[config.mk]
export PLATFORM = sky130hd
export DESIGN_NAME = output_channel_scan_sel
export DESIGN_NICKNAME = d
export VERILOG_FILES = /design/src/rtl/output_channel_scan_sel.sv
export SDC_FILE = /design/constraint.sdc
export NUM_CORES = 1
export LEC_CHECK = 0
export ABC_AREA = 1
export CELL_PAD_IN_SITES_DETAIL_PLACEMENT = 2
export CELL_PAD_IN_SITES_GLOBAL_PLACEMENT = 2
export CORE_MARGIN = 10
export CORE_UTILIZATION = 24
export CTS_CLUSTER_DIAMETER = 30
export DETAILED_ROUTE_END_ITERATION = 7
export PLACE_DENSITY = 0.73
export SLEW_MARGIN = 5
export SYNTH_ARGS = -nofsm -noshare
export SYNTH_HDL_FRONTEND = slang
export SYNTH_SLANG_ARGS = --single-unit
[constraint.sdc]
create_clock -name clk -period 1.6 [get_ports clk]
set_input_delay 0.32 -clock clk [delete_from_list [all_inputs] [get_ports clk]]
set_output_delay 0.32 -clock clk [all_outputs]
set_load 0.05 [all_outputs]
[src/rtl/output_channel_scan_sel.sv]
// Registered N-channel output selector with manual select, auto-scan rotation,
// freeze/hold and a one-cycle update strobe for downstream display/UART logic.
module output_channel_scan_sel #(
    parameter int  WIDTH    = 4,
    parameter int  NCH      = 3,
    parameter int  SCAN_DIV = 100,
    localparam int SELW     = $clog2(NCH + 1)
) (
    input  logic                   clk,
    input  logic                   n_rst,
    input  logic [NCH*WIDTH-1:0]   ch_data,
    input  logic [SELW-1:0]        select,
    input  logic                   mode,
    input  logic                   freeze,
    output logic [WIDTH-1:0]       out,
    output logic [SELW-1:0]        out_ch,
    output logic                   upd
);

    localparam int CW = $clog2(SCAN_DIV);

    typedef enum logic {
        MANUAL = 1'b0,
        SCAN   = 1'b1
    } state_t;

    state_t            state;
    state_t            state_nx;
    logic              mode_q;
    logic              mode_q_nx;
    logic [CW-1:0]     cnt;
    logic [CW-1:0]     cnt_nx;
    logic [SELW-1:0]   ch_nx;
    logic [WIDTH-1:0]  out_nx;
    logic              upd_nx;

    always_ff @(posedge clk or negedge n_rst) begin
        if (!n_rst) begin
            state  <= MANUAL;
            mode_q <= 1'b0;
            cnt    <= '0;
            out    <= '0;
            out_ch <= '0;
            upd    <= 1'b0;
        end else begin
            state  <= state_nx;
            mode_q <= mode_q_nx;
            cnt    <= cnt_nx;
            out    <= out_nx;
            out_ch <= ch_nx;
            upd    <= upd_nx;
        end
    end

    // Freeze keeps every register as-is; a mode edge seen during freeze is
    // still pending against the held mode_q and fires entry on release.
    always_comb begin
        state_nx  = state;
        mode_q_nx = mode_q;
        cnt_nx    = cnt;
        ch_nx     = out_ch;
        out_nx    = out;
        upd_nx    = 1'b0;

        if (!freeze) begin
            mode_q_nx = mode;
            if (!mode) begin
                state_nx = MANUAL;
                cnt_nx   = '0;
                if (select != '0 && select <= SELW'(NCH)) begin
                    ch_nx = select;
                end else begin
                    ch_nx = '0;
                end
            end else begin
                state_nx = SCAN;
                if (!mode_q || state == MANUAL) begin
                    ch_nx  = SELW'(1);
                    cnt_nx = '0;
                end else if (cnt == CW'(SCAN_DIV - 1)) begin
                    cnt_nx = '0;
                    if (out_ch == SELW'(NCH)) begin
                        ch_nx = SELW'(1);
                    end else begin
                        ch_nx = out_ch + SELW'(1);
                    end
                end else begin
                    cnt_nx = cnt + CW'(1);
                end
            end

            // Live data of the chosen channel, not a snapshot taken on entry.
            out_nx = '0;
            for (int k = 1; k <= NCH; k++) begin
                if (ch_nx == SELW'(k)) begin
                    out_nx = ch_data[k*WIDTH-1 -: WIDTH];
                end
            end

            upd_nx = (out_nx != out) || (ch_nx != out_ch);
        end
    end

endmodule

======== Word level (Yosys, flattened, before mapping) ========
Index checks and enable logic that the tools add are counted.
storage, ports and cells
  bits of input ports ..................... 18
  output and inout port bits .............. 7
  word-level logic and storage cells ...... 37
  flip-flop bits (word level) ............. 16
cells by class
  bitwise logic cells ..................... 1
  magnitude comparators ................... 1
  mux-type cells .......................... 15
  reduce and logical (&&, ||, !) cells .... 5
  equal/unequal tests ..................... 7
  $add $sub $neg .......................... 2
operators with widths
  cell                                                    count
  two-way mux 7 bit                                       3
  two-way mux 4 bit                                       4
  two-way mux 2 bit                                       6
  adder 7 x 1 -> 7 bit (second input constant)            1
  == test 7 bit (second input constant)                   1
  == test 2 bit (second input constant)                   3
  != test 4 bit                                           1
  adder 2 x 1 -> 2 bit (second input constant)            1
  == test 2 x 1 -> 1 bit (second input constant)          1
  less-or-equal comparator 2 bit (second input constant)  1
  logical OR 1 bit                                        2
  two-way mux 1 bit                                       2
  != test 2 bit                                           1
  nonzero test 2 bit                                      1
  logical AND 1 bit                                       1
  logical NOT 1 bit                                       1
  inverter 1 bit                                          1

======== Longest topological paths before layout ========
Gate-level depths: netlist of run 1.
  depth in word-level cells ............... 14
  mapped depth ............................ 15

======== Worst setup path after synthesis of run 1 ========
Ideal clock, no wire load.
  path type ............................... register to register
  start point ............................. register out_ch[1]
  end point ............................... register upd
  cell stages (with the launch flop) ...... 14
  path slack .............................. -418 ps
  period minus slack after synthesis ...... 2018 ps
  library setup time ...................... 135 ps
  data arrival time ....................... 1883 ps
  required time ........................... 1465 ps
  cells stage by stage .................... dfrtp_1 inv_1 ha_1 nand3_2 nand3_2 nand2_4 buf_12 nand2_2 nand2_2 nand2_2 nand2_1 nand3_1 nor2_1 a21oi_1
on the way
  cells in the longest elaborated chain, start to end .. 14
RTL lines
  what                                                          line    text
  from (decl)                                                   16      output logic [SELW-1:0] out_ch,
  from (signal assigned)                                        50      out_ch <= ch_nx;
  adder 2 x 1 -> 2 bit / == test 2 bit (equally long branches)  85, 82
  two-way mux 2 bit                                             82      if (out_ch == SELW'(NCH)) begin
  two-way mux 2 bit                                             80      end else if (cnt == CW'(SCAN_DIV - 1)) begin
  two-way mux 2 bit                                             77      if (!mode_q || state == MANUAL) begin
  two-way mux 2 bit                                             67      if (!mode) begin
  two-way mux 2 bit                                             65      if (!freeze) begin
  == test 2 x 1 -> 1 bit                                        95      if (ch_nx == SELW'(k)) begin
  two-way mux 4 bit (3 in series)                               95
  two-way mux 4 bit                                             65
  != test 4 bit                                                 100     upd_nx = (out_nx != out) || (ch_nx != out_ch);
  logical OR 1 bit (*)                                          100
  two-way mux 1 bit (*)                                         65
  named net upd_nx                                              35      logic upd_nx;
  to (signal assigned)                                          51      upd <= upd_nx;
  to (decl)                                                     17      output logic upd
Mark *: on every way through the listed nets, which the timed path passes. The rest lies on a longest branch. The select of a mux whose other input is x is not followed.
A chain may end at the register's enable or synchronous reset.

======== Worst setup path in the final report of run 1 ========
  start point ............................. register cnt[0]
  end point ............................... register upd
on the way
  cells in the longest elaborated chain, start to end .. 13
RTL lines
  what                             line  text
  from (decl)                      31    logic [CW-1:0] cnt;
  from (signal assigned)           48    cnt <= cnt_nx;
  == test 7 bit (*)                80
  two-way mux 2 bit (*)            80
  two-way mux 2 bit (*)            77
  two-way mux 2 bit (*)            67
  two-way mux 2 bit (*)            65
  == test 2 x 1 -> 1 bit           95
  two-way mux 4 bit (3 in series)  95
  two-way mux 4 bit                65
  != test 4 bit                    100
  logical OR 1 bit (*)             100
  two-way mux 1 bit (*)            65
  named net upd_nx                 35
Marks and branches as above.

==> flow_summary.ini, run 1 <==
[power]
intPower_mw = 0.8591
combinationalPowerShare_pct = 42.8
p_sw_mw = 0.4960
switching_share_pct = 36.60
p_leak_nw = 0.8809
power.density_mw_per_mm2 = 702.8
power_frac_clock_pct = 24.3
ir_drop_mv = 0.2951
power_frac_seq_pct = 32.9

[route]
routedWlPerCell_um = 18.11
drtPass1Iterations = 4
drc_errors = 0
drtIter0Drc = 23
dr_total_vias = 1183
wirelength_um = 4582
viasPerCell = 4.676
ant_nets = 0

[critical_path]
crit_path_end_kind = flip-flop
reg2reg_slack_ns = -0.32
required_ns = 1.74
worstPathMaxFanout = 6
reg2reg_to = upd
startpoint_type = flip-flop
crit_type = reg -> reg
r2r-start = cnt[0]
crit_start = cnt[0]
worstPathArrival_ns = 2.06
cp-endpoint = upd
reg2reg_depth = 14

[grt]
grt_max_degree = 16
grt_pass1_wl_um = 6975
grt_remaining_overflow = 0
grt_usage_pct = 11.38
antenna_found_initial = 0
grt_pass1_vias = 1354

[synthesis]
netlist_area_mm2 = 0.001061
synth_most_common_cell = nand2_1
syn_nets = 161
synth.area.top_cells = dfrtp_1, nand2_1, inv_1
ys.flop_type = dfrtp_1
seq_area_frac_synth_pct = 35.38
yosys_warnings = 0
synth_area_per_cell_um2 = 7.525
ys_async_sr_fraction_pct = 100.0
synth_largest_area_cell = dfrtp_1
ys_ff_latch = 15
synth_top_area_share_pct = 35.38
syn_inst = 141
synth_commonest_cells = nand2_1, inv_1, dfrtp_1
synth_edf_count = 0
synth_cell_types = 28

[timing]
tightest_slew_ns = 0.3349
fmax_mhz = 520.8
setup_viol = 9
hold_slack_ns = 0.3839
max_slew_margin_pct = 77.62
skew_ns = 0.0008530
rsz0062_at_grt = yes
period_needed_ns = 1.920
slew_violations = 0
setup_ws_ns = -0.3199
finalCritPeriodShare_pct = 120.0
setup_tns_ns = -1.326
final_hold_viol_count = 0

[placed_design]
dp_hpwl_um = 2992
routabilityCongestion = 0.7288
port_buffers = 24
dpl.cell_count = 238

[outcome]
outcome = complete, but fails checks
violations = setup timing

[floorplanning]
start_util_pct = 24.54
core-area_mm2 = 0.004324
die_height_um = 86.49
die_w_um = 86.49
fp-row-count = 24
io_pins = 25
dieArea_mm2 = 0.007481

[clock_network]
root_buffer = clkbuf_8
clk_path_buf_depth = 2
clk_pin_slew_worst_paths_ns = 0.07
clock_insertion_delay_worst_skew_ns = 0.26
holdBufCountCts = 0
cts_max_level = 1
cts.sinks = 15
cts_buffers = 3
cts_tree = built

[layout]
finalNetCount = 222
insertedDiodeCount = 0
syn_to_final_growth_pct = 81.72
drive_gt1_share_pct = 50.75
instances_no_fill = 253

[run]
cap_violations = 0

[min_path]
min_path_type = in -> async
## power by group through the flow
stage / Sequential [mW] / Combinational, mW / Clock [mW]
after CTS: 0.444 / 0.511 / 0.330
final: 0.446 / 0.580 / 0.329
after detailed placement: 0.449 / 0.467 / 0
after global routing: 0.449 / 0.625 / 0.356
after global placement: 0.447 / 0.452 / 0
after floorplan: 0.517 / 0.155 / 0
## sequential cells by signal (all words and copies together) (netlist names)
signal,cells
upd,1
state,1
out,4
out_ch,2
cnt,7
## area by class of cell
class | instances | area [µm²]
clock buffer | 4 | 45.04
fill | 494 | 2396
inverter | 24 | 100.1
multi-input combinational | 101 | 768.2
sequential | 15 | 377.9
tap | 52 | 65.06
timing repair buffer | 57 | 571.8
## critical path: stages, from the launching register on
cell and delay [ns]:
dfrtp_1 0.40, ha_4 0.20, inv_4 0.05, nor2_4 0.13, nand3_4 0.10, nand2_4 0.08
nand3_4 0.12, nand2_8 0.14, inv_2 0.06, nand2_2 0.09, nand3_4 0.09, nand2_2 0.07
nand3_1 0.09, nor2_2 0.14, a21oi_2 0.06
## worst min-delay path by stage
stage               endpoint  slack, ns   from  depth (start not counted)
floorplan             cnt[0]       0.02  n_rst                          0
global placement       state       0.56  state                          2
detailed placement     state       0.59  state                          2
CTS                   cnt[5]       0.39  n_rst                          2
global route          cnt[5]       0.39  n_rst                          2
finish                cnt[5]       0.38  n_rst                          2
## stage by stage
step	utilization, %	area, µm²	setup WS, ns	total power, mW
global placement	36.72	1588	-0.2960	0.8986
global route	44.59	1928	-0.4469	1.430
detailed placement	36.72	1588	-0.4291	0.9161
floorplan	-	1076	-0.1784	0.6719
finish	44.59	1928	-0.3199	1.355
CTS	40.86	1767	-0.2577	1.285
## cell families (layout without fill, tap and decap cells)
family	after synthesis	in the layout	share of synthesized area, %
AOI/OAI and AO/OA	18	18	9.551
DFF	15	15	35.38
buffers and inverters	26	85	10.97
and+or+nand+nor	78	79	40.10
adders and majority gates	2	2	2.358
xor gates and xnor gates	2	2	1.651
## cells in the final DEF (no fill, tap or decap), drive strengths merged
master / Yosys / final
nor2: 9 / 9
or2: 2 / 2
clkbuf: 1 / 4
o22ai: 4 / 4
nand3: 14 / 14
nand2: 46 / 47
nand3b: 4 / 4
a22o: 1 / 1
dfrtp: 15 / 15
o21ai: 9 / 9
nor3: 2 / 2
o31ai: 1 / 1
nand4: 1 / 1
a21oi: 3 / 3
inv: 24 / 24
buf: 1 / 40
xor2: 2 / 2
clkdlybuf4s50: 0 / 17
ha: 2 / 2
## per-layer routing
metal | track usage [%] | share of wire (%)
met1 | 11.72 | 36
met2 | 22.89 | 60
met3 | 1.782 | 2.5
met4 | 2.651 | 1.5
met5 | 0 | 0
## repair_timing
item	in CTS	in global routing
setup endpoints to repair	7	11
cloned	1	0
resized for setup	26	33
buffers inserted	5	8
pin swaps	13	18
(Power assumes the default switching activity.)
==> run 2, diff against run 1 <==
Settings changed: CORE_UTILIZATION 24 to 27, PLACE_DENSITY 0.73 to unset, PLACE_DENSITY_LB_ADDON set to 0.2.
Clock period 1.6 ns to 2.15 ns, I/O delays scaled along.
==> flow_summary.ini, run 2 (same netlist as run 1, synthesis figures left out) <==
[outcome]
outcome = complete, no violations

[floorplanning]
core-area_mm2 = 0.003744
dieArea_mm2 = 0.006837
die_w_um = 82.69
start_util_pct = 28.34
io_pins = 25
fp-row-count = 22
die_height_um = 82.69

[power]
p_leak_nw = 0.6508
power.density_mw_per_mm2 = 577.6
ir_drop_mv = 0.3100

[placed_design]
place_area_mm2 = 0.001360
port_buffers = 24
routabilityCongestion = 0.8056
dp_hpwl_um = 2732

[critical_path]
path_cells = clkdlybuf4s50_1
crit_type = reg -> out
crit_path_top_delay_cell = clkdlybuf4s50_1
r2r-start = cnt[0]
path_delay_family = buffers and inverters
worst-path-buf-inv = 1
crit_path_end_kind = output port
crit_start = out_ch[0]
slowest_delay_ns = 0.84
cp.depth = 1
cp-endpoint = out_ch[0]
startpoint_type = flip-flop
reg2reg_depth = 14
worstPathArrival_ns = 1.53
reg2reg_to = upd
worstPathMaxFanout = 6
reg2reg_slack_ns = 0.25
required_ns = 1.72

[layout]
design_area_mm2 = 0.001431
drive_gt1_share_pct = 19.19
insertedDiodeCount = 0
layout_common_cells = nand2_1, clkdlybuf4s50_1, inv_1
regArea_um2 = 375.4
final_common_cell = nand2_1
top_register = cnt
multi_input_area_um2 = 580.6
largest_reg_flops = 7
finalNetCount = 193
reg_top3 = cnt x7, out x4, out_ch x2
syn_to_final_growth_pct = 34.91
nFillCells = 450

[timing]
max_slew_margin_pct = 66.09
tightest_slew_ns = 0.5070
period_needed_ns = 1.955
fmax_mhz = 511.4
setup_tns_ns = 0
finalCritPeriodShare_pct = 90.95
rsz0062_at_grt = no
slew_violations = 0
skew_ns = 0.001740
setup_viol = 0
final_hold_viol_count = 0

[clock_network]
clock_insertion_delay_worst_skew_ns = 0.24
cts_max_level = 1
holdBufCountCts = 0
cts.sinks = 15
clk_pin_slew_worst_paths_ns = 0.06
root_buffer = clkbuf_8
cts_tree = built
cts_buffers = 3
clk_path_buf_depth = 2

[grt]
grt_pass1_wl_um = 5478
grt_max_degree = 16
grt_pass1_vias = 1151
grt_usage_pct = 9.993
grt_remaining_overflow = 0
antenna_found_initial = 0

[run]
cap_violations = 0

[route]
dr_total_vias = 1001
drc_errors = 0
routedWlPerCell_um = 14.68
wirelength_um = 3229
ant_nets = 0
drtPass1Iterations = 3
viasPerCell = 4.550
drtIter0Drc = 29

[min_path]
min_path_type = in -> async
## run 2: cell count changes in the layout (fill, tap and decap cells not counted), sizes merged
cell	change
nand2	-1
clkdlybuf4s50	+7
buf	-35
## run 2: layer usage
layer,track usage (%),up-vias,wire length [µm]
li1,-,508,-
met1,12.73,476,1505
met2,17.36,14,1592
met3,1.836,3,117
met4,1.505,0,14
met5,0,-,0
## run 2: where the power goes
group          switching [mW]  leakage, nW  total, mW  internal, mW
combinational           0.168        0.433      0.277         0.109
sequential             0.0211        0.195      0.324         0.303
clock                  0.0949       0.0228      0.226         0.131
## run 2: metrics by stage
step | std cells | power (mW) | setup WS, ns | util, % | hold WS (ns)
6_report | 220 | 0.8268 | 0.1945 | 38.24 | 0.4997
4_1_cts | 218 | 0.8355 | 0.1707 | 37.53 | 0.5074
3_3_place_gp | 214 | 0.5946 | 0.07347 | 36.33 | 0.5149
3_5_place_dp | 214 | 0.6034 | 0.004409 | 36.33 | 0.5321
2_1_floorplan | 141 | 0.4949 | 0.1317 | - | 0.1344
5_1_grt | 220 | 0.8780 | 0.008096 | 38.24 | 0.5433
## run 2: area by class of cell
cell class,instances,area share (%)
Inverter,24,6.469
Multi-Input combinational cell,100,40.56
Tap cell,48,4.196
Timing Repair Buffer,29,19.41
Clock buffer,4,3.147
Sequential cell,15,26.22
## run 2: how the worst min path moves through the flow
stage	start	endpoint
final	n_rst	cnt[2]
after global routing	n_rst	cnt[2]
after CTS	n_rst	cnt[5]
after detailed placement	out[1]	out[1]
after global placement	cnt[6]	cnt[6]
after floorplan	n_rst	cnt[0]
## run 2: repair_timing
action / 4_1_cts / 5_1_grt
setup buffers: 0 / 2
endpoints found under the setup margin: 0 / 1
gates resized for setup: 0 / 2
